`src/rtl/jtbubl_snd_comm_if.sv`:
```
// Main/sound command channel bus bundle.
// The slave side is the comm block; the master side drives both CPUs' strobes.
interface jtbubl_snd_comm_if;
  logic       main_wr;
  logic [7:0] main_dout;
  logic       main_rd;
  logic [7:0] main_reply;
  logic       reply_full;
  logic       snd_cs;
  logic [1:0] snd_addr;
  logic       snd_rdn;
  logic       snd_wrn;
  logic [7:0] snd_dout;
  logic [7:0] snd_din;
  logic       snd_nmi_n;

  modport slave (
    input  main_wr, main_dout, main_rd,
    input  snd_cs, snd_addr, snd_rdn,
    input  snd_wrn, snd_dout,
    output main_reply, reply_full,
    output snd_din, snd_nmi_n
  );

  modport master (
    output main_wr, main_dout, main_rd,
    output snd_cs, snd_addr, snd_rdn,
    output snd_wrn, snd_dout,
    input  main_reply, reply_full,
    input  snd_din, snd_nmi_n
  );
endinterface

```
`src/rtl/jtbubl_snd_comm.sv`:
```
// Sound-CPU end of the main-to-sound command channel.
// Latches commands, returns replies and shapes a gated NMI pulse.
module jtbubl_snd_comm #(
  parameter int NMI_W      = 4,
  parameter bit NMI_EN_RST = 1'b1
) (
  input  logic rst,
  input  logic clk24,
  input  logic cen3,
  jtbubl_snd_comm_if.slave bus
);

  typedef enum logic [1:0] {
    IDLE,
    PULSE,
    GAP
  } st_t;

  logic       wr_l_q, wr_l_d;
  logic       rd_l_q, rd_l_d;
  logic       srd_l_q, srd_l_d;
  logic       swr_l_q, swr_l_d;
  logic [7:0] latch_q, latch_d;
  logic       cmd_full_q, cmd_full_d;
  logic       overrun_q, overrun_d;
  logic [7:0] reply_q, reply_d;
  logic       reply_full_q, reply_full_d;
  logic       nmi_en_q, nmi_en_d;
  logic       pend_q, pend_d;
  st_t        state_q, state_d;
  logic [3:0] cnt_q, cnt_d;
  logic       nmi_n_q, nmi_n_d;

  logic srd, swr;
  logic main_we, main_re, srd_e, swr_e;
  logic cmd_clr, ovr_clr, trig, consume;

  assign srd     = bus.snd_cs & ~bus.snd_rdn;
  assign swr     = bus.snd_cs & ~bus.snd_wrn;
  assign main_we = bus.main_wr & ~wr_l_q;
  assign main_re = bus.main_rd & ~rd_l_q;
  assign srd_e   = srd & ~srd_l_q;
  assign swr_e   = swr & ~swr_l_q;

  assign bus.main_reply = reply_q;
  assign bus.reply_full = reply_full_q;
  assign bus.snd_nmi_n  = nmi_n_q;

  // Sound-side read mux, open bus when not selected
  always_comb begin
    bus.snd_din = 8'hFF;
    if (bus.snd_cs) begin
      unique case (bus.snd_addr)
        2'd0:    bus.snd_din = latch_q;
        2'd1:    bus.snd_din = {5'b0, nmi_en_q,
                                overrun_q, cmd_full_q};
        default: bus.snd_din = 8'hFF;
      endcase
    end
  end

  // Next-state for flags, latch, reply and NMI shaper
  always_comb begin
    wr_l_d       = bus.main_wr;
    rd_l_d       = bus.main_rd;
    srd_l_d      = srd;
    swr_l_d      = swr;
    latch_d      = latch_q;
    cmd_full_d   = cmd_full_q;
    overrun_d    = overrun_q;
    reply_d      = reply_q;
    reply_full_d = reply_full_q;
    nmi_en_d     = nmi_en_q;
    pend_d       = pend_q;
    state_d      = state_q;
    cnt_d        = cnt_q;
    nmi_n_d      = nmi_n_q;
    consume      = 1'b0;

    cmd_clr = (srd_e & (bus.snd_addr == 2'd0))
            | (swr_e & (bus.snd_addr == 2'd2));
    ovr_clr = (srd_e & (bus.snd_addr == 2'd1))
            | (swr_e & (bus.snd_addr == 2'd2));

    if (main_we) begin
      latch_d    = bus.main_dout;
      cmd_full_d = 1'b1;
    end else if (cmd_clr) begin
      cmd_full_d = 1'b0;
    end

    if (main_we & cmd_full_q & ~cmd_clr)
      overrun_d = 1'b1;
    else if (ovr_clr)
      overrun_d = 1'b0;

    if (swr_e & (bus.snd_addr == 2'd0)) begin
      reply_d      = bus.snd_dout;
      reply_full_d = 1'b1;
    end else if (main_re) begin
      reply_full_d = 1'b0;
    end

    if (swr_e & (bus.snd_addr == 2'd1))
      nmi_en_d = bus.snd_dout[0];

    trig = (main_we & nmi_en_q)
         | (nmi_en_d & ~nmi_en_q & cmd_full_q);

    if (cen3) begin
      unique case (state_q)
        IDLE: begin
          if (pend_q) begin
            state_d = PULSE;
            nmi_n_d = 1'b0;
            cnt_d   = 4'(NMI_W - 1);
            consume = 1'b1;
          end
        end
        PULSE: begin
          if (cnt_q == 4'd0) begin
            state_d = GAP;
            nmi_n_d = 1'b1;
          end else begin
            cnt_d = cnt_q - 4'd1;
          end
        end
        GAP: state_d = IDLE;
        default: begin
          state_d = IDLE;
          nmi_n_d = 1'b1;
        end
      endcase
    end

    if (consume)
      pend_d = 1'b0;
    if (trig)
      pend_d = 1'b1;
    if (nmi_en_q & ~nmi_en_d)
      pend_d = 1'b0;
  end

  // State registers
  always_ff @(posedge clk24 or posedge rst) begin
    if (rst) begin
      wr_l_q       <= 1'b0;
      rd_l_q       <= 1'b0;
      srd_l_q      <= 1'b0;
      swr_l_q      <= 1'b0;
      latch_q      <= 8'd0;
      cmd_full_q   <= 1'b0;
      overrun_q    <= 1'b0;
      reply_q      <= 8'd0;
      reply_full_q <= 1'b0;
      nmi_en_q     <= NMI_EN_RST;
      pend_q       <= 1'b0;
      state_q      <= IDLE;
      cnt_q        <= 4'd0;
      nmi_n_q      <= 1'b1;
    end else begin
      wr_l_q       <= wr_l_d;
      rd_l_q       <= rd_l_d;
      srd_l_q      <= srd_l_d;
      swr_l_q      <= swr_l_d;
      latch_q      <= latch_d;
      cmd_full_q   <= cmd_full_d;
      overrun_q    <= overrun_d;
      reply_q      <= reply_d;
      reply_full_q <= reply_full_d;
      nmi_en_q     <= nmi_en_d;
      pend_q       <= pend_d;
      state_q      <= state_d;
      cnt_q        <= cnt_d;
      nmi_n_q      <= nmi_n_d;
    end
  end

endmodule

```
`src/flat_wrapper.sv`:
```
// flat-port wrapper written by rule: the top's interface ports become plain ports
module jtbubl_snd_comm_flat 
#(
  parameter int NMI_W      = 4,
  parameter bit NMI_EN_RST = 1'b1
)
  (rst, clk24, cen3, bus_main_wr, bus_main_dout, bus_main_rd, bus_snd_cs, bus_snd_addr, bus_snd_rdn, bus_snd_wrn, bus_snd_dout, bus_main_reply, bus_reply_full, bus_snd_din, bus_snd_nmi_n);
  jtbubl_snd_comm_if bus_i ();
  input  logic rst;
  input  logic clk24;
  input  logic cen3;
  input wire logic [$bits(bus_i.main_wr)-1:0] bus_main_wr;
  input wire logic [$bits(bus_i.main_dout)-1:0] bus_main_dout;
  input wire logic [$bits(bus_i.main_rd)-1:0] bus_main_rd;
  input wire logic [$bits(bus_i.snd_cs)-1:0] bus_snd_cs;
  input wire logic [$bits(bus_i.snd_addr)-1:0] bus_snd_addr;
  input wire logic [$bits(bus_i.snd_rdn)-1:0] bus_snd_rdn;
  input wire logic [$bits(bus_i.snd_wrn)-1:0] bus_snd_wrn;
  input wire logic [$bits(bus_i.snd_dout)-1:0] bus_snd_dout;
  output wire logic [$bits(bus_i.main_reply)-1:0] bus_main_reply;
  output wire logic [$bits(bus_i.reply_full)-1:0] bus_reply_full;
  output wire logic [$bits(bus_i.snd_din)-1:0] bus_snd_din;
  output wire logic [$bits(bus_i.snd_nmi_n)-1:0] bus_snd_nmi_n;
  assign bus_i.main_wr = bus_main_wr;
  assign bus_i.main_dout = bus_main_dout;
  assign bus_i.main_rd = bus_main_rd;
  assign bus_i.snd_cs = bus_snd_cs;
  assign bus_i.snd_addr = bus_snd_addr;
  assign bus_i.snd_rdn = bus_snd_rdn;
  assign bus_i.snd_wrn = bus_snd_wrn;
  assign bus_i.snd_dout = bus_snd_dout;
  assign bus_main_reply = bus_i.main_reply;
  assign bus_reply_full = bus_i.reply_full;
  assign bus_snd_din = bus_i.snd_din;
  assign bus_snd_nmi_n = bus_i.snd_nmi_n;
  jtbubl_snd_comm #(.NMI_W(NMI_W), .NMI_EN_RST(NMI_EN_RST)) u_core (.rst(rst), .clk24(clk24), .cen3(cen3), .bus(bus_i));
endmodule
```
`config.mk`:
```
export PLATFORM = sky130hd
export DESIGN_NAME = jtbubl_snd_comm_flat
export DESIGN_NICKNAME = d
export VERILOG_FILES = /design/src/rtl/jtbubl_snd_comm_if.sv /design/src/rtl/jtbubl_snd_comm.sv /design/src/flat_wrapper.sv
export SDC_FILE = /design/constraint.sdc
export NUM_CORES = 1
export LEC_CHECK = 0
export CORE_MARGIN = 3
export CORE_UTILIZATION = 43
export CTS_BUF_LIST = sky130_fd_sc_hd__clkbuf_2 sky130_fd_sc_hd__clkbuf_4 sky130_fd_sc_hd__clkbuf_8
export DETAILED_ROUTE_END_ITERATION = 10
export PLACE_DENSITY = 0.74
export SLEW_MARGIN = 20
export SYNTH_ARGS = -nofsm -noshare
export SYNTH_HDL_FRONTEND = slang
export SYNTH_SLANG_ARGS = --single-unit
```
`constraint.sdc`:
```
create_clock -name clk24 -period 1.81 [get_ports clk24]
set_clock_uncertainty 0.2 [all_clocks]
set_input_delay 0.362 -clock clk24 [delete_from_list [all_inputs] [get_ports clk24]]
set_output_delay 0.362 -clock clk24 [all_outputs]
set_load 0.02 [all_outputs]
```
==> Word level (Yosys, flattened, before mapping) <==
Index checks and enable logic that the tools add are counted.
{ "word_totals": {"output_inout_bits": 18, "input_bits": 26, "reg_bits": 32, "elab_cells": 87} }
{ "op_classes": {"mux": 24, "bitwise_logic": 30, "add_sub_neg": 1, "eq_ne": 7, "n_reduce_logical": 11} }
{ "ops": {"columns": ["op", "n"], "rows": [
  ["$and 1x1->1", 17],
  ["$pmux 8 s2", 1],
  ["$mux 1", 15],
  ["$not 1->1", 10],
  ["$mux 4", 2],
  ["$mux 8", 1],
  ["$pmux 4 s2", 1],
  ["$reduce_and 4->1", 2],
  ["$reduce_bool 2->1", 4],
  ["$eq 2x1->1 const B", 2],
  ["$eq 2x2->1 const B", 2],
  ["$logic_not 2->1", 2],
  ["$logic_not 4->1", 1],
  ["$mux 2", 2],
  ["$ne 2x1->1 const B", 2],
  ["$pmux 2 s2", 1],
  ["$sub 4x1->4 const B", 1],
  ["$or 1x1->1", 3],
  ["$pmux 1 s3", 1],
  ["$reduce_and 3->1", 1],
  ["$reduce_bool 3->1", 1],
  ["$ne 2x2->1 const B", 1]
]} }

==> Logic depth before layout (Yosys ltp) <==
Gate-level depths: netlist (run 1).
{ "logic_depth": {"ltp_word": 10, "depth_mapped": 7, "mapped_depth_nobuf": 6} }

==> Worst setup path before layout (run 1) <==
OpenSTA, ideal clock, no wires.
{ "synth_path": {"kind": "register to register", "from": "reg u_core.cnt_q[0]", "to": "reg u_core.state_q[0]", "setup_time_ps": 136, "arrival_ps": 1531, "path_slack_ps": -57, "stages_incl_launch_ff": 8, "period_less_slack_ps": 1867, "required_time_ps": 1474, "path_buffers": 1, "cell_sequence": "dfrtp_1 inv_1 ha_1 or3b_2 clkbuf_1 a21bo_2 nand2_1 o21ai_0"} }
{ "synth_between": {"elab_chain_cells": 3} }
{ "synth_lines": {"columns": ["item", "line_no", "text"], "rows": [
  ["start: declaration", "jtbubl_snd_comm.sv:31", "logic [3:0] cnt_q, cnt_d;"],
  ["start signal: assignment", "jtbubl_snd_comm.sv:174", "cnt_q <= cnt_d;"],
  ["$logic_not 4->1", "jtbubl_snd_comm.sv:121", "if (cnt_q == 4'd0) begin"],
  ["$ne 2x1->1 (no source line)", null, null],
  ["$reduce_and 3->1 (no source line)", null, null],
  ["end signal: assignment", "jtbubl_snd_comm.sv:173", "state_q <= state_d;"],
  ["end: declaration", "jtbubl_snd_comm.sv:30", "st_t state_q, state_d;"]
]} }
No other way between the ends.
A chain may end at the register's enable or synchronous reset.

==> Worst setup path in the final report (run 1) <==
{ "layout_path": {"from": "reg u_core.swr_l_q", "to": "reg u_core.pend_q"} }
{ "layout_between": {"elab_chain_cells": 9, "word_cells_on_any_way": 12, "classes_between": "mux (3); bitwise (8); reduce/logical (1)"} }
{ "layout_lines": {"columns": ["item", "line_no", "text"], "rows": [
  ["start: declaration", "jtbubl_snd_comm.sv:22", "logic swr_l_q, swr_l_d;"],
  ["start signal: assignment", "jtbubl_snd_comm.sv:165", "swr_l_q <= swr_l_d;"],
  ["$not 1->1 *", "jtbubl_snd_comm.sv:43", "assign swr_e = swr & ~swr_l_q;"],
  ["$and 1x1->1 *", "jtbubl_snd_comm.sv:43", null],
  ["$and 1x1->1 *", "jtbubl_snd_comm.sv:104", "if (swr_e & (bus.snd_addr == 2'd1))"],
  ["$mux 1 *", "jtbubl_snd_comm.sv:104", null],
  ["$and 1x1->1 (2 in a row)", "jtbubl_snd_comm.sv:108", "| (nmi_en_d & ~nmi_en_q & cmd_full_q);"],
  ["$or 1x1->1", "jtbubl_snd_comm.sv:108", null],
  ["$mux 1", "jtbubl_snd_comm.sv:138", "if (trig)"],
  ["$mux 1", "jtbubl_snd_comm.sv:140", "if (nmi_en_q & ~nmi_en_d)"],
  ["end signal: assignment", "jtbubl_snd_comm.sv:172", "pend_q <= pend_d;"],
  ["end: declaration", "jtbubl_snd_comm.sv:29", "logic pend_q, pend_d;"]
]} }
Every way passes the cells marked *; elsewhere a longest branch is shown, timed or not.

==> results of run 1 <==
## synthesized netlist by cell type
library cell and n:
a21bo_2 1, dfrtp_1 30, o311a_1 1, a22oi_1 2
dfstp_2 2, clkbuf_1 3, nand3_1 2, nor3b_1 2
a31oi_1 1, nor3_2 1, nand2_1 24, nor4_1 1
a22o_1 2, o22ai_1 1, nor2b_1 5, inv_1 11
mux2i_1 3, nor4b_1 1, a211oi_2 1, mux2_2 9
or3b_2 1, nand2b_1 6, a21o_1 2, o21ai_0 17
buf_1 2, a311oi_1 1, ha_1 2, nor2_1 1
or3b_4 2, a21oi_1 2, or3_1 1
## sequential cells by signal, summed over array words and instances, names as in the netlist
signal and count:
u_core.rd_l_q 1, u_core.nmi_en_q 1, u_core.cmd_full_q 1, u_core.state_q 2, u_core.pend_q 1, u_core.overrun_q 1, u_core.bus.snd_nmi_n 1, u_core.latch_q 8
u_core.srd_l_q 1, u_core.wr_l_q 1, u_core.swr_l_q 1, u_core.bus.reply_full 1, u_core.cnt_q 4, u_core.bus.main_reply 8
## cell families (layout without fill, tap and decap cells)
| family | Yosys count | count (layout) |
|---|---|---|
| AOI/OAI and AO/OA | 31 | 31 |
| adders and majority gates | 2 | 2 |
| buffers and inverters | 16 | 78 |
| DFF | 32 | 32 |
| muxes | 12 | 12 |
| and+or+nand+nor | 47 | 47 |
## layout make-up
type	instances	area (µm²)	share of cell area, %
Inverter	11	41.3	1.92
Timing Repair Buffer	60	526	24.4
Sequential cell	32	803	37.3
Multi-Input combinational cell	92	662	30.8
Clock buffer	7	65.1	3.02
Tap cell	44	55.1	2.56
## critical path, cell delays in order (launching register included)
cell	delay (ps)
dfrtp_1	380
or3b_4	380
or3b_4	400
o311a_1	310
a211oi_2	190
## routing by layer
metal	global-route usage [%]	routed length [µm]	vias to the layer above
met4	6.60	62	0
met2	33.4	1800	36
met3	6.50	243	9
met5	0	0	-
met1	19.8	1310	592
li1	-	-	601
## power breakdown
part	switching, mW	internal [mW]	total, mW	leakage [nW]
clock network	0.233	0.220	0.453	0.0374
logic	0.342	0.383	0.725	0.592
registers	0.117	0.870	0.987	0.381
total	0.692	1.47	2.16	1.01
## worst max path at each step
stage,to,cells past startpoint
CTS,u_core.pend_q,4
floorplan,u_core.bus.main_reply[0],3
global route,u_core.pend_q,4
global placement,bus_snd_din[6],4
finish,u_core.pend_q,4
detailed placement,bus_snd_din[4],4
## stage by stage
| step | setup WS (ps) | instances | total power, mW | area, µm² | util [%] |
|---|---|---|---|---|---|
| 3_3_place_gp | -703 | 236 | 1.67 | 2050 | 65.0 |
| 5_1_grt | -207 | 246 | 2.31 | 2150 | 68.3 |
| 2_1_floorplan | -48.0 | 140 | 1.36 | 1470 | - |
| 3_5_place_dp | -777 | 236 | 1.71 | 2050 | 65.0 |
| 4_1_cts | -158 | 244 | 2.15 | 2140 | 67.8 |
| 6_report | -120 | 246 | 2.16 | 2150 | 68.3 |
## repair_timing
action | CTS | global route
buffers inserted | 0 | 2
gates cloned | 1 | 0
pin swaps | 3 | 6
endpoints found under the setup margin | 32 | 16
resized for setup | 62 | 9
==> results.md, run 1 <==
- Top cell type's share of synthesized area: 51.2%
- Yosys cell types: 31
- Row count: 20
- Post-Synth Adder-Cell Area: 1.71%
- Cts hold-fix bufs: 0
- Total core area: 0.00315 mm²
- Post-synthesis xor/xnor area fraction: 0%
- Syn_area_per_cell: 10.5 µm²
- Post-synth top area cell: dfrtp_1
- Period minus WS final: roughly 1900 ps
- Final Setup Violations: 6
- Setup ws final: -120 ps
- Worst reg2reg path endpoint: u_core.pend_q
- Synthesized Nets: 168
- Total negative slack: -207 ps
- Max Buffers Root-to-Sink: 2
- DRT Pass-1 Iters: 4
- Max Clock Freq: 0.518 GHz
- Worst setup path start: u_core.swr_l_q
- CTS Buf Count: 5
- Synth warn: 0
- R2r startpoint: u_core.swr_l_q
- Area of the mapped netlist: between 0.001 and 0.0015 mm²
- Initial detailed-routing violation count: 75
- Hold slack: 136 ps
- GR Util All Layers: between 10% and 20%
- Final #Nets: 230
- Failing checks: negative setup slack
- Die Height: 64.4 µm
- Final Slew Violations: 0
- Most common cell after layout, fill and taps aside: dfrtp_1
- Vias in the first global route: 1370
- Mux share of post-synthesis cell area: about 9%
- R2R setup slack: -120 ps
- Leakage power: around 1 nW
- Die W: about 64 µm
- Part of the cycle the worst path needs: 107%
- I/O Buffers: 43
- Hold Path Depth: 2
- CTS Root Cell: clkbuf_4
- Worst skew pair latency: 330 ps
- Post-synthesis compound-gate area fraction: a little over an eighth
- Post-synthesis simple-gate area fraction: 17.1%
- CP endpoint kind: register
- DRT antenna net count: 0
- H-tree Lvls: 2
- Max Cap Violations: 0
- Worst-Margin Slew: between 500 and 600 ps
- Status: complete, but fails checks
- Routed vias: 1238
- Largest family of logic cells by synthesized area: simple AND/OR/NAND/NOR gates
- Maximum vdd drop: 0.641 mV
- CTS clk-pin slew, worst paths: 100 ps
- Global-route wire length before repair: 5.91 mm
- Rel. slew slack: 65.9%
- Top-Level Pins: 44
- Drt drc: 0
- Min-delay worst type: in -> reg
- Power per Cell Area: 1010 mW/mm²
- Per-cell routed wire length: 13.9 µm
- Data arrival, critical path: 1980 ps
- FF-to-FF path depth: 4
- Hold Startpoint: bus_snd_wrn
- Vias per inst: 5.03
- Crit start category: register
- Antenna violations before repair: 0
- Flops & latches, synth: 32
- Hold endpoint: u_core.swr_l_q
- Register area share after synthesis: 54.8%
- CP Class: reg -> reg
- TritonCTS clock tree: yes
- Share of post-route cells with drive strength above 1: roughly a quarter
- Fillers: between 200 and 300
- CP Data Required Time: 1860 ps
- Commonest non-fill, non-tap cells in the layout: dfrtp_1, nand2_1, clkdlybuf4s50_1, o21ai_0
- Cell count after synthesis: 140
- RePlAce Congestion: 0.842
- Initial Util: 46.5%
- Final WL: ~3.4 mm
- Unrepaired setup endpoints after global routing: true
- Antenna diodes: 0
- Critical path fanouts, max: 3
- Post-DP HPWL: approximately 2.5 mm
- Layout area overhead: 46.8%
- Clk sinks: 32
- GRT overflow: 0
- Largest net degree at the start of global routing: 33
- Largest cells by area after synthesis: dfrtp_1, mux2_2, nand2_1
- Die footprint: 0.00415 mm²
- Endpoints failing hold: 0
Power figures use the tool's default switching activity.
==> inputs of run 2 (changes only) <==
--- a/config.mk
+++ b/config.mk
@@ -10,7 +10,8 @@
 export CTS_BUF_LIST = sky130_fd_sc_hd__clkbuf_2 sky130_fd_sc_hd__clkbuf_4 sky130_fd_sc_hd__clkbuf_8
 export DETAILED_ROUTE_END_ITERATION = 10
 export PLACE_DENSITY = 0.74
-export SLEW_MARGIN = 20
+export SLEW_MARGIN = 40
 export SYNTH_ARGS = -nofsm -noshare
 export SYNTH_HDL_FRONTEND = slang
 export SYNTH_SLANG_ARGS = --single-unit
+export TNS_END_PERCENT = 30
==> results.md, run 2 (synthesized netlist as in run 1, its figures left out) <==
- CTS Buf Count: 5 (unchanged)
- CTS Root Cell: clkbuf_4
- Int Pwr: 1.55 mW (+5.1%)
- Routed vias: 1214 (-1.9%)
- CP endpoint kind: register
- Finished Layout Cells: 248 (+0.81%)
- Total negative slack: -149 ps (+58.4 ps)
- Clk pwr share: 24.2% (+3.3 points)
- GRT overflow: 0 (unchanged)
- Register Area: 803 µm² (unchanged)
- Failing checks: negative setup slack
- Cts hold-fix bufs: 0 (unchanged)
- Commonest non-fill, non-tap cells in the layout: dfrtp_1, nand2_1, clkdlybuf4s50_1, o21ai_0, buf_4
- NetSw: 0.681 mW (-1.5%)
- Max Cap Violations: 0 (unchanged)
- Per-cell routed wire length: 13.5 µm (-3.0%)
- Final Setup Violations: 5 (-1)
- I/O Buffers: 43 (unchanged)
- Post-DP HPWL: 2.56 mm (+1.6%)
- Worst-Margin Slew: 461 ps (-45.2 ps)
- Period minus WS final: 1860 ps (-65.4 ps)
- Part of the power in registers: 44.0% (-1.6 points)
- Min-delay worst type: in -> async
- CP Data Required Time: 1850 ps (about the same)
- TritonCTS clock tree: yes
- Rel. slew slack: 69.0% (+3.0 points)
- Most common cell after layout, fill and taps aside: dfrtp_1
- Antenna violations before repair: 0 (unchanged)
- Placed instance count: 238 (+0.85%)
- Die Height: 64.4 µm (unchanged)
- Crit start category: register
- H-tree Lvls: 2 (unchanged)
- DRT Pass-1 Iters: 4 (unchanged)
- RePlAce Congestion: 0.808 (-4.0%)
- Switch share: 30.6% (-1.4 points)
- Fillers: 256 (-3.8%)
- Top-Level Pins: 44 (unchanged)
- Status: complete, but fails checks
- Power per Cell Area: 1040 mW/mm² (+3.0%)
- Post-DP Area: 0.00207 mm² (+0.73%)
- Fin util: 68.3% (unchanged)
- Largest net degree at the start of global routing: 33 (unchanged)
- Final #Nets: 231 (+0.43%)
- Initial detailed-routing violation count: 70 (-6.7%)
- Max Buffers Root-to-Sink: 2 (unchanged)
- Die footprint: 0.00415 mm² (unchanged)
- Vias per inst: 4.90 (-2.7%)
- Global-route wire length before repair: 5.79 mm (-2.1%)
- Max Clock Freq: 0.536 GHz (+3.5%)
- GR Util All Layers: 18.3% (-0.18 points)
- Die W: 64.4 µm (unchanged)
- Antenna diodes: 0 (unchanged)
- Critical path fanouts, max: 2 (-1)
- Drt drc: 0 (unchanged)
- Logic gate share of total power: 31.8% (-1.7 points)
- Row count: 20 (unchanged)
- CTS clk-pin slew, worst paths: 100 ps (about the same)
- Layout area overhead: 46.8% (unchanged)
- Post-Layout Inst Area: 0.00215 mm² (unchanged)
- CP Class: reg -> reg
- Unrepaired setup endpoints after global routing: true
- Clk sinks: 32 (unchanged)
- Part of the cycle the worst path needs: 103% (-3.6 points)
- Total core area: 0.00315 mm² (unchanged)
- Final WL: 3.34 mm (-2.2%)
- Share of post-route cells with drive strength above 1: 26.5% (-0.26 points)
- Multi-input combinational cell area: 653 µm² (-1.3%)
- Leakage power: 1.02 nW (+0.89%)
- Final Slew Violations: 0 (unchanged)
- Setup ws final: -54.2 ps (+65.4 ps)
- Pre-CTS setup slack: -802 ps (-25.1 ps)
- Vias in the first global route: 1307 (-4.6%)
- Data arrival, critical path: 1910 ps (-70 ps)
- Initial Util: 46.5% (unchanged)
- Worst skew pair latency: 330 ps (about the same)
- DRT antenna net count: 0 (unchanged)
- Endpoints failing hold: 0 (unchanged)
- Maximum vdd drop: 0.731 mV (+14%)
-- run 2: timing repair --
item                                    4_1_cts  5_1_grt
pin swaps                                     4        4
gates cloned                                  0        1
endpoints found under the setup margin       31       19
setup buffers                                 1        0
resized for setup                            49       16
-- run 2: worst paths after layout --
check | start | endpoint | slack [ps] | depth (start not counted)
min | rst | u_core.latch_q[5] | 150 | 3
min in group clk24 | bus_snd_wrn | u_core.swr_l_q | 150 | 2
min reg2reg | u_core.bus.snd_nmi_n | u_core.bus.snd_nmi_n | 280 | 2
max in group asynchronous | rst | u_core.bus.snd_nmi_n | 1010 | 3
max | u_core.swr_l_q | u_core.pend_q | -50 | 4
max reg2reg | u_core.swr_l_q | u_core.pend_q | -50 | 4
-- run 2: area by class of cell --
type | count | share of cell area, %
clock buffer | 6 | 2.09
multi-input combinational | 92 | 30.3
sequential | 32 | 37.3
clock inverter | 2 | 1.63
inverter | 11 | 1.92
timing repair buffer | 61 | 24.1
tap | 44 | 2.56
-- run 2: per-layer routing --
| metal | wire, µm | track usage [%] | up-vias |
|---|---|---|---|
| met1 | 1300 | 19.7 | 575 |
| met4 | 39 | 5.54 | 0 |
| met3 | 238 | 7.21 | 5 |
| met5 | 0 | 0 | - |
| met2 | 1760 | 32.9 | 32 |
| li1 | - | - | 602 |
-- run 2: critical path, stage by stage, from the launching register on --
cell and delay, ps:
dfrtp_1 370, or3b_4 370, or3b_4 390, o311a_1 310, a211oi_2 150
-- run 2: metrics by stage --
stage,power [mW],hold slack [ps]
2_1_floorplan,1.36,193
3_3_place_gp,1.68,258
3_5_place_dp,1.72,269
4_1_cts,2.25,131
5_1_grt,2.37,133
6_report,2.23,146
-- run 2: power groups by stage --
stage	combinational (mW)	sequential [mW]	clock, mW
after global routing	0.779	1.00	0.593
after detailed placement	0.732	0.993	0
after CTS	0.716	0.980	0.550
final	0.709	0.981	0.540
after global placement	0.692	0.984	0
after floorplan	0.344	1.02	0
==> inputs of run 3 (changes only) <==
--- a/config.mk
+++ b/config.mk
@@ -5,7 +5,6 @@
 export SDC_FILE = /design/constraint.sdc
 export NUM_CORES = 1
 export LEC_CHECK = 0
-export CORE_MARGIN = 3
 export CORE_UTILIZATION = 43
 export CTS_BUF_LIST = sky130_fd_sc_hd__clkbuf_2 sky130_fd_sc_hd__clkbuf_4 sky130_fd_sc_hd__clkbuf_8
 export DETAILED_ROUTE_END_ITERATION = 10
@@ -14,4 +13,4 @@
 export SYNTH_ARGS = -nofsm -noshare
 export SYNTH_HDL_FRONTEND = slang
 export SYNTH_SLANG_ARGS = --single-unit
-export TNS_END_PERCENT = 30
+export TNS_END_PERCENT = 100
==> results.md, run 3 (synthesized netlist as in run 1, its figures left out) <==
- Status: complete, but fails checks
- Failing checks: negative setup slack
- Maximum vdd drop: 0.749 mV (+2.4%)
- Clk pwr share: 20.9% (-3.3 points)
- Switch share: 31.8% (+1.3 points)
- Die Height: 60.4 µm (-6.2%)
- NetSw: 0.688 mW (+1.1%)
- Hold slack: 132 ps (-14.0 ps)
- Worst reg2reg path endpoint: u_core.pend_q
- Total core area: 0.00315 mm² (unchanged)
- Met3 track demand over resource: 8.10% (+0.90 points)
- Layout area overhead: 47.9%
- Final #Nets: 236 (+2.2%)
- Antenna violations before repair: 0 (unchanged)
- Critical path fanouts, max: 3 (+1)
- Period minus WS final: 1950 ps (+86.8 ps)
- FF-to-FF path depth: 4 (unchanged)
- Max Clock Freq: 0.513 GHz (-4.4%)
- Setup ws final: -141 ps (-86.8 ps)
- Clk sinks: 32 (unchanged)
- Logic gate share of total power: 33.6% (+1.8 points)
- CTS clk-pin slew, worst paths: 100 ps (about the same)
- Final Slew Violations: 0 (unchanged)
- CTS Buf Count: 5 (unchanged)
- Leakage power: 1.02 nW (-0.11%)
- Commonest non-fill, non-tap cells in the layout: dfrtp_1, nand2_1, clkdlybuf4s50_1, buf_4, o21ai_0
- Max Buffers Root-to-Sink: 2 (unchanged)
- Pre-CTS setup slack: -809 ps (-6.76 ps)
- CP Capture Point: u_core.pend_q
- Vias per inst: 5.09 (+4.1%)
- Initial Util: 46.5% (unchanged)
- Initial detailed-routing violation count: 45 (-36%)
- Routed vias: 1289 (+6.2%)
- Share of post-route cells with drive strength above 1: 28.2% (+1.8 points)
- Data arrival, critical path: 2010 ps (+100 ps)
- Part of the cycle the worst path needs: 108% (+4.8 points)
- Part of the power in registers: 45.4% (+1.4 points)
- TritonCTS clock tree: yes
- Most common cell after layout, fill and taps aside: dfrtp_1
- Worst-Margin Slew: 521 ps (+60.4 ps)
- DRT Pass-1 Iters: 4 (unchanged)
- Antenna diodes: 0 (unchanged)
- Final WL: 3.58 mm (+7.2%)
- CP Class: reg -> reg
- Endpoints failing hold: 0 (unchanged)
- Global-route wire length before repair: 5.70 mm (-1.6%)
- Total negative slack: -671 ps (-522 ps)
- Final Setup Violations: 10 (+5)
- R2r startpoint: u_core.swr_l_q
- Vias in the first global route: 1344 (+2.8%)
- RePlAce Congestion: 0.757 (-6.3%)
- GR Util All Layers: 22.1% (+3.7 points)
- H-tree Lvls: 2 (unchanged)
- Fin util: 68.8% (+0.52 points)
- Rel. slew slack: 64.9% (-4.1 points)
- CTS Root Cell: clkbuf_4
- Row count: 20 (unchanged)
- Post-DP HPWL: 2.50 mm (-2.5%)
- Die W: 60.4 µm (-6.2%)
- Die footprint: 0.00365 mm² (-12%)
- CP Data Required Time: 1870 ps (+20 ps)
- GRT busiest layer: met2
- Drt drc: 0 (unchanged)
- Int Pwr: 1.47 mW (-4.8%)
- Worst skew pair latency: 330 ps (about the same)
- M1 GR Usage: 25.1% (+5.4 points)
- CP endpoint kind: register
- Min-delay worst type: in -> reg
- I/O Buffers: 43 (unchanged)
- DRT antenna net count: 0 (unchanged)
- Fillers: 259 (+1.2%)
- Max Cap Violations: 0 (unchanged)
- Power per Cell Area: 997 mW/mm² (-3.8%)
- Worst setup path start: u_core.swr_l_q
- GRT overflow: 0 (unchanged)
- Unrepaired setup endpoints after global routing: true
- Met2 usage: 37.0% (+4.2 points)
- R2R setup slack: -140 ps (-90 ps)
- Top-Level Pins: 44 (unchanged)
- Crit start category: register
- Per-cell routed wire length: 14.2 µm (+5.1%)
- Largest net degree at the start of global routing: 33 (unchanged)
run 3: cell types whose count changed in the layout (fill, tap and decap cells not counted), moves of 2 or more:
cell,change
buf_4,+2
buf_6,+4
mux2_2,+6
mux2_4,-6
clkbuf_2,-3
run 3: critical path, stage by stage, from the launching register on:
cell      delay, ps
dfrtp_1         390
or3b_4          380
or3b_4          400
o311a_1         310
a211oi_2        200
run 3: worst min-delay path by stage:
stage	end	depth (start not counted)	from	slack, ps
3_3_place_gp	u_core.bus.snd_nmi_n	2	u_core.bus.snd_nmi_n	260
6_report	u_core.swr_l_q	2	bus_snd_wrn	130
3_5_place_dp	u_core.latch_q[2]	2	u_core.latch_q[2]	260
5_1_grt	u_core.swr_l_q	2	bus_snd_wrn	120
2_1_floorplan	u_core.rd_l_q	0	bus_main_rd	190
4_1_cts	u_core.swr_l_q	2	bus_snd_wrn	130
run 3: per-stage QoR:
stage                     cells  total power, mW  cell area, µm²
after floorplan             140             1.36            1470
after global placement      237             1.67            2060
after detailed placement    237             1.72            2060
after CTS                   250             2.15            2140
after global routing        253             2.30            2170
final                       253             2.16            2170
run 3: layout make-up:
| cell class | count | area (µm²) | share of cell area [%] |
|---|---|---|---|
| Multi-Input combinational cell | 92 | 622 | 28.7 |
| Inverter | 11 | 41.3 | 1.90 |
| Tap cell | 44 | 55.1 | 2.54 |
| Timing Repair Buffer | 66 | 581 | 26.8 |
| Sequential cell | 32 | 803 | 37.0 |
| Clock buffer | 8 | 66.3 | 3.06 |
run 3: repair_timing:
action,in CTS,in global routing
gates resized for setup,61,5
gates cloned,2,0
setup buffers,3,3
endpoints found under the setup margin,33,20
pin swaps,2,5
hold buffers,0,0
run 3: power groups by stage:
stage / logic [mW] / clock network, mW / registers, mW
final: 0.727 / 0.453 / 0.983
after global routing: 0.798 / 0.500 / 1.00
after CTS: 0.695 / 0.467 / 0.983
after detailed placement: 0.727 / 0 / 0.994
after global placement: 0.685 / 0 / 0.984
after floorplan: 0.344 / 0 / 1.02
run 3: metal layers:
layer,wire length (µm),up-vias
li1,-,613
met3,213,10
met1,1450,629
met5,0,-
met4,71,0
met2,1840,37
==> RTL change, RTL diff (flow settings as in run 3) <==
`NMI_EN_RST` is set to 1'b1 in 2 places; all go to 1'b0.
--- a/src/rtl/jtbubl_snd_comm.sv
+++ b/src/rtl/jtbubl_snd_comm.sv
@@ -2,7 +2,7 @@
 // Latches commands, returns replies and shapes a gated NMI pulse.
 module jtbubl_snd_comm #(
   parameter int NMI_W      = 4,
-  parameter bit NMI_EN_RST = 1'b1
+  parameter bit NMI_EN_RST = 1'b0
 ) (
   input  logic rst,
   input  logic clk24,
--- a/src/flat_wrapper.sv
+++ b/src/flat_wrapper.sv
@@ -2,7 +2,7 @@
 module jtbubl_snd_comm_flat 
 #(
   parameter int NMI_W      = 4,
-  parameter bit NMI_EN_RST = 1'b1
+  parameter bit NMI_EN_RST = 1'b0
 )
   (rst, clk24, cen3, bus_main_wr, bus_main_dout, bus_main_rd, bus_snd_cs, bus_snd_addr, bus_snd_rdn, bus_snd_wrn, bus_snd_dout, bus_main_reply, bus_reply_full, bus_snd_din, bus_snd_nmi_n);
   jtbubl_snd_comm_if bus_i ();
Check against the original RTL: not equivalent (a bounded check fails within 4 cycles, from zero or initial values and one cycle with rst high).
==> RTL change against run 3 <==
The flow still finishes with violations (negative setup slack). Count of clock-buffer cells in the layout unchanged. Total power up 2.6%. Worst setup slack better by 0.076 ns. Maximum frequency rose by 4.0%. Critical path depth did not move. Area after synthesis hardly changed. Critical path type unchanged. Routed wire length down 2.8%. Sequential cell count unchanged. Highest routed layer unchanged. Design area increased by 0.23%. Die area about the same. Hold slack worse by 0.0069 ns.
==> RTL change: results (changes against run 3) <==
metric,value,unit,change
setup_viol,2,,-8
grt_util_met2,33.3,%,-3.8 points
use_met1,27.6,%,+2.5 points
grt_max_degree,20,,-39%
hp-class,primary input to asynchronous set/reset pin,,
layout-drive-gt1-share,29.3,%,+1.1 points
globalplace.congestion,0.829,,+9.6%
dpl_worst_slack,-0.810,ns,-0.000887 ns
grt_first_pass_wirelength,5630,um,-1.2%
wl_met1,1520,um,+4.4%
initialDrtViolationCount,50,,+11%
dp.cells,242,,+2.1%
pwr_density_cell,1020,mW/mm2,+2.3%
wl_met3,156,um,-27%
place_hpwl,2490,um,about the same
track_usage,21.9,%,-0.17 points
route.met2.wl,1750,um,-5.4%
p_int,0.00150,W,+1.8%
fin_ws,-0.0653,ns,+0.0757 ns
violations,negative setup slack,,
status,"complete, but fails checks",,
hold_slack,0.125,ns,-0.00689 ns
drtPass1Iterations,6,,+2
ys_seq_area_share,54.7,%,about the same
layout.nets,235,,-0.42%
p_clk_share,22.5,%,+1.6 points
instances_no_fill,252,,-0.40%
clk_latency,0.35,ns,+0.02 ns
synthTopCellsByArea,"dfrtp_1 (53%), mux2_2 (6.9%), nand2_1 (6.1%)",,
## RTL change: layout make-up
| class | instances | area (um2) |
|---|---|---|
| Sequential cell | 32 | 802 |
| Clock buffer | 8 | 72.6 |
| Inverter | 11 | 41.3 |
| Multi-Input combinational cell | 92 | 654 |
| Tap cell | 44 | 55.1 |
| Fill cell | 255 | 980 |
| Timing Repair Buffer | 65 | 548 |
## RTL change: cell families after synthesis
family                   after synthesis  synth area share, %
adder cells (fa/ha/maj)                2                 1.71
buffers and inverters                 16                 4.10
flip-flops                            32                 54.7
AND/OR/NAND/NOR                       47                 17.1
multiplexers                          12                 8.97
AO/OA/AOI/OAI                         31                 13.4
## RTL change: worst max path at each step
stage / startpoint / endpoint / slack [ns] / cells after the start
after floorplan: bus_snd_wrn / u_core.bus.main_reply[0]$_DFFE_PP0P_ / -0.05 / 3
after global placement: bus_snd_cs / bus_snd_din[5] / -0.72 / 4
after detailed placement: bus_snd_cs / bus_snd_din[3] / -0.81 / 4
after CTS: u_core.swr_l_q$_DFF_PP0_ / u_core.pend_q$_DFFE_PP0P_ / -0.07 / 4
after global routing: u_core.swr_l_q$_DFF_PP0_ / u_core.pend_q$_DFFE_PP0P_ / -0.09 / 4
final: u_core.swr_l_q$_DFF_PP0_ / u_core.pend_q$_DFFE_PP0P_ / -0.07 / 4
## RTL change: worst max-delay path: stages, from the launching register on
cell and delay, ns:
dfrtp_1 0.37, or3b_4 0.38, or3b_4 0.40, o311a_1 0.31, a211oi_2 0.15
## RTL change: what timing repair did
item,4_1_cts,5_1_grt
hold buffers,0,0
setup endpoints to repair,32,16
pin swaps,1,2
buffers inserted,1,0
gates cloned,1,0
resized for setup,63,10
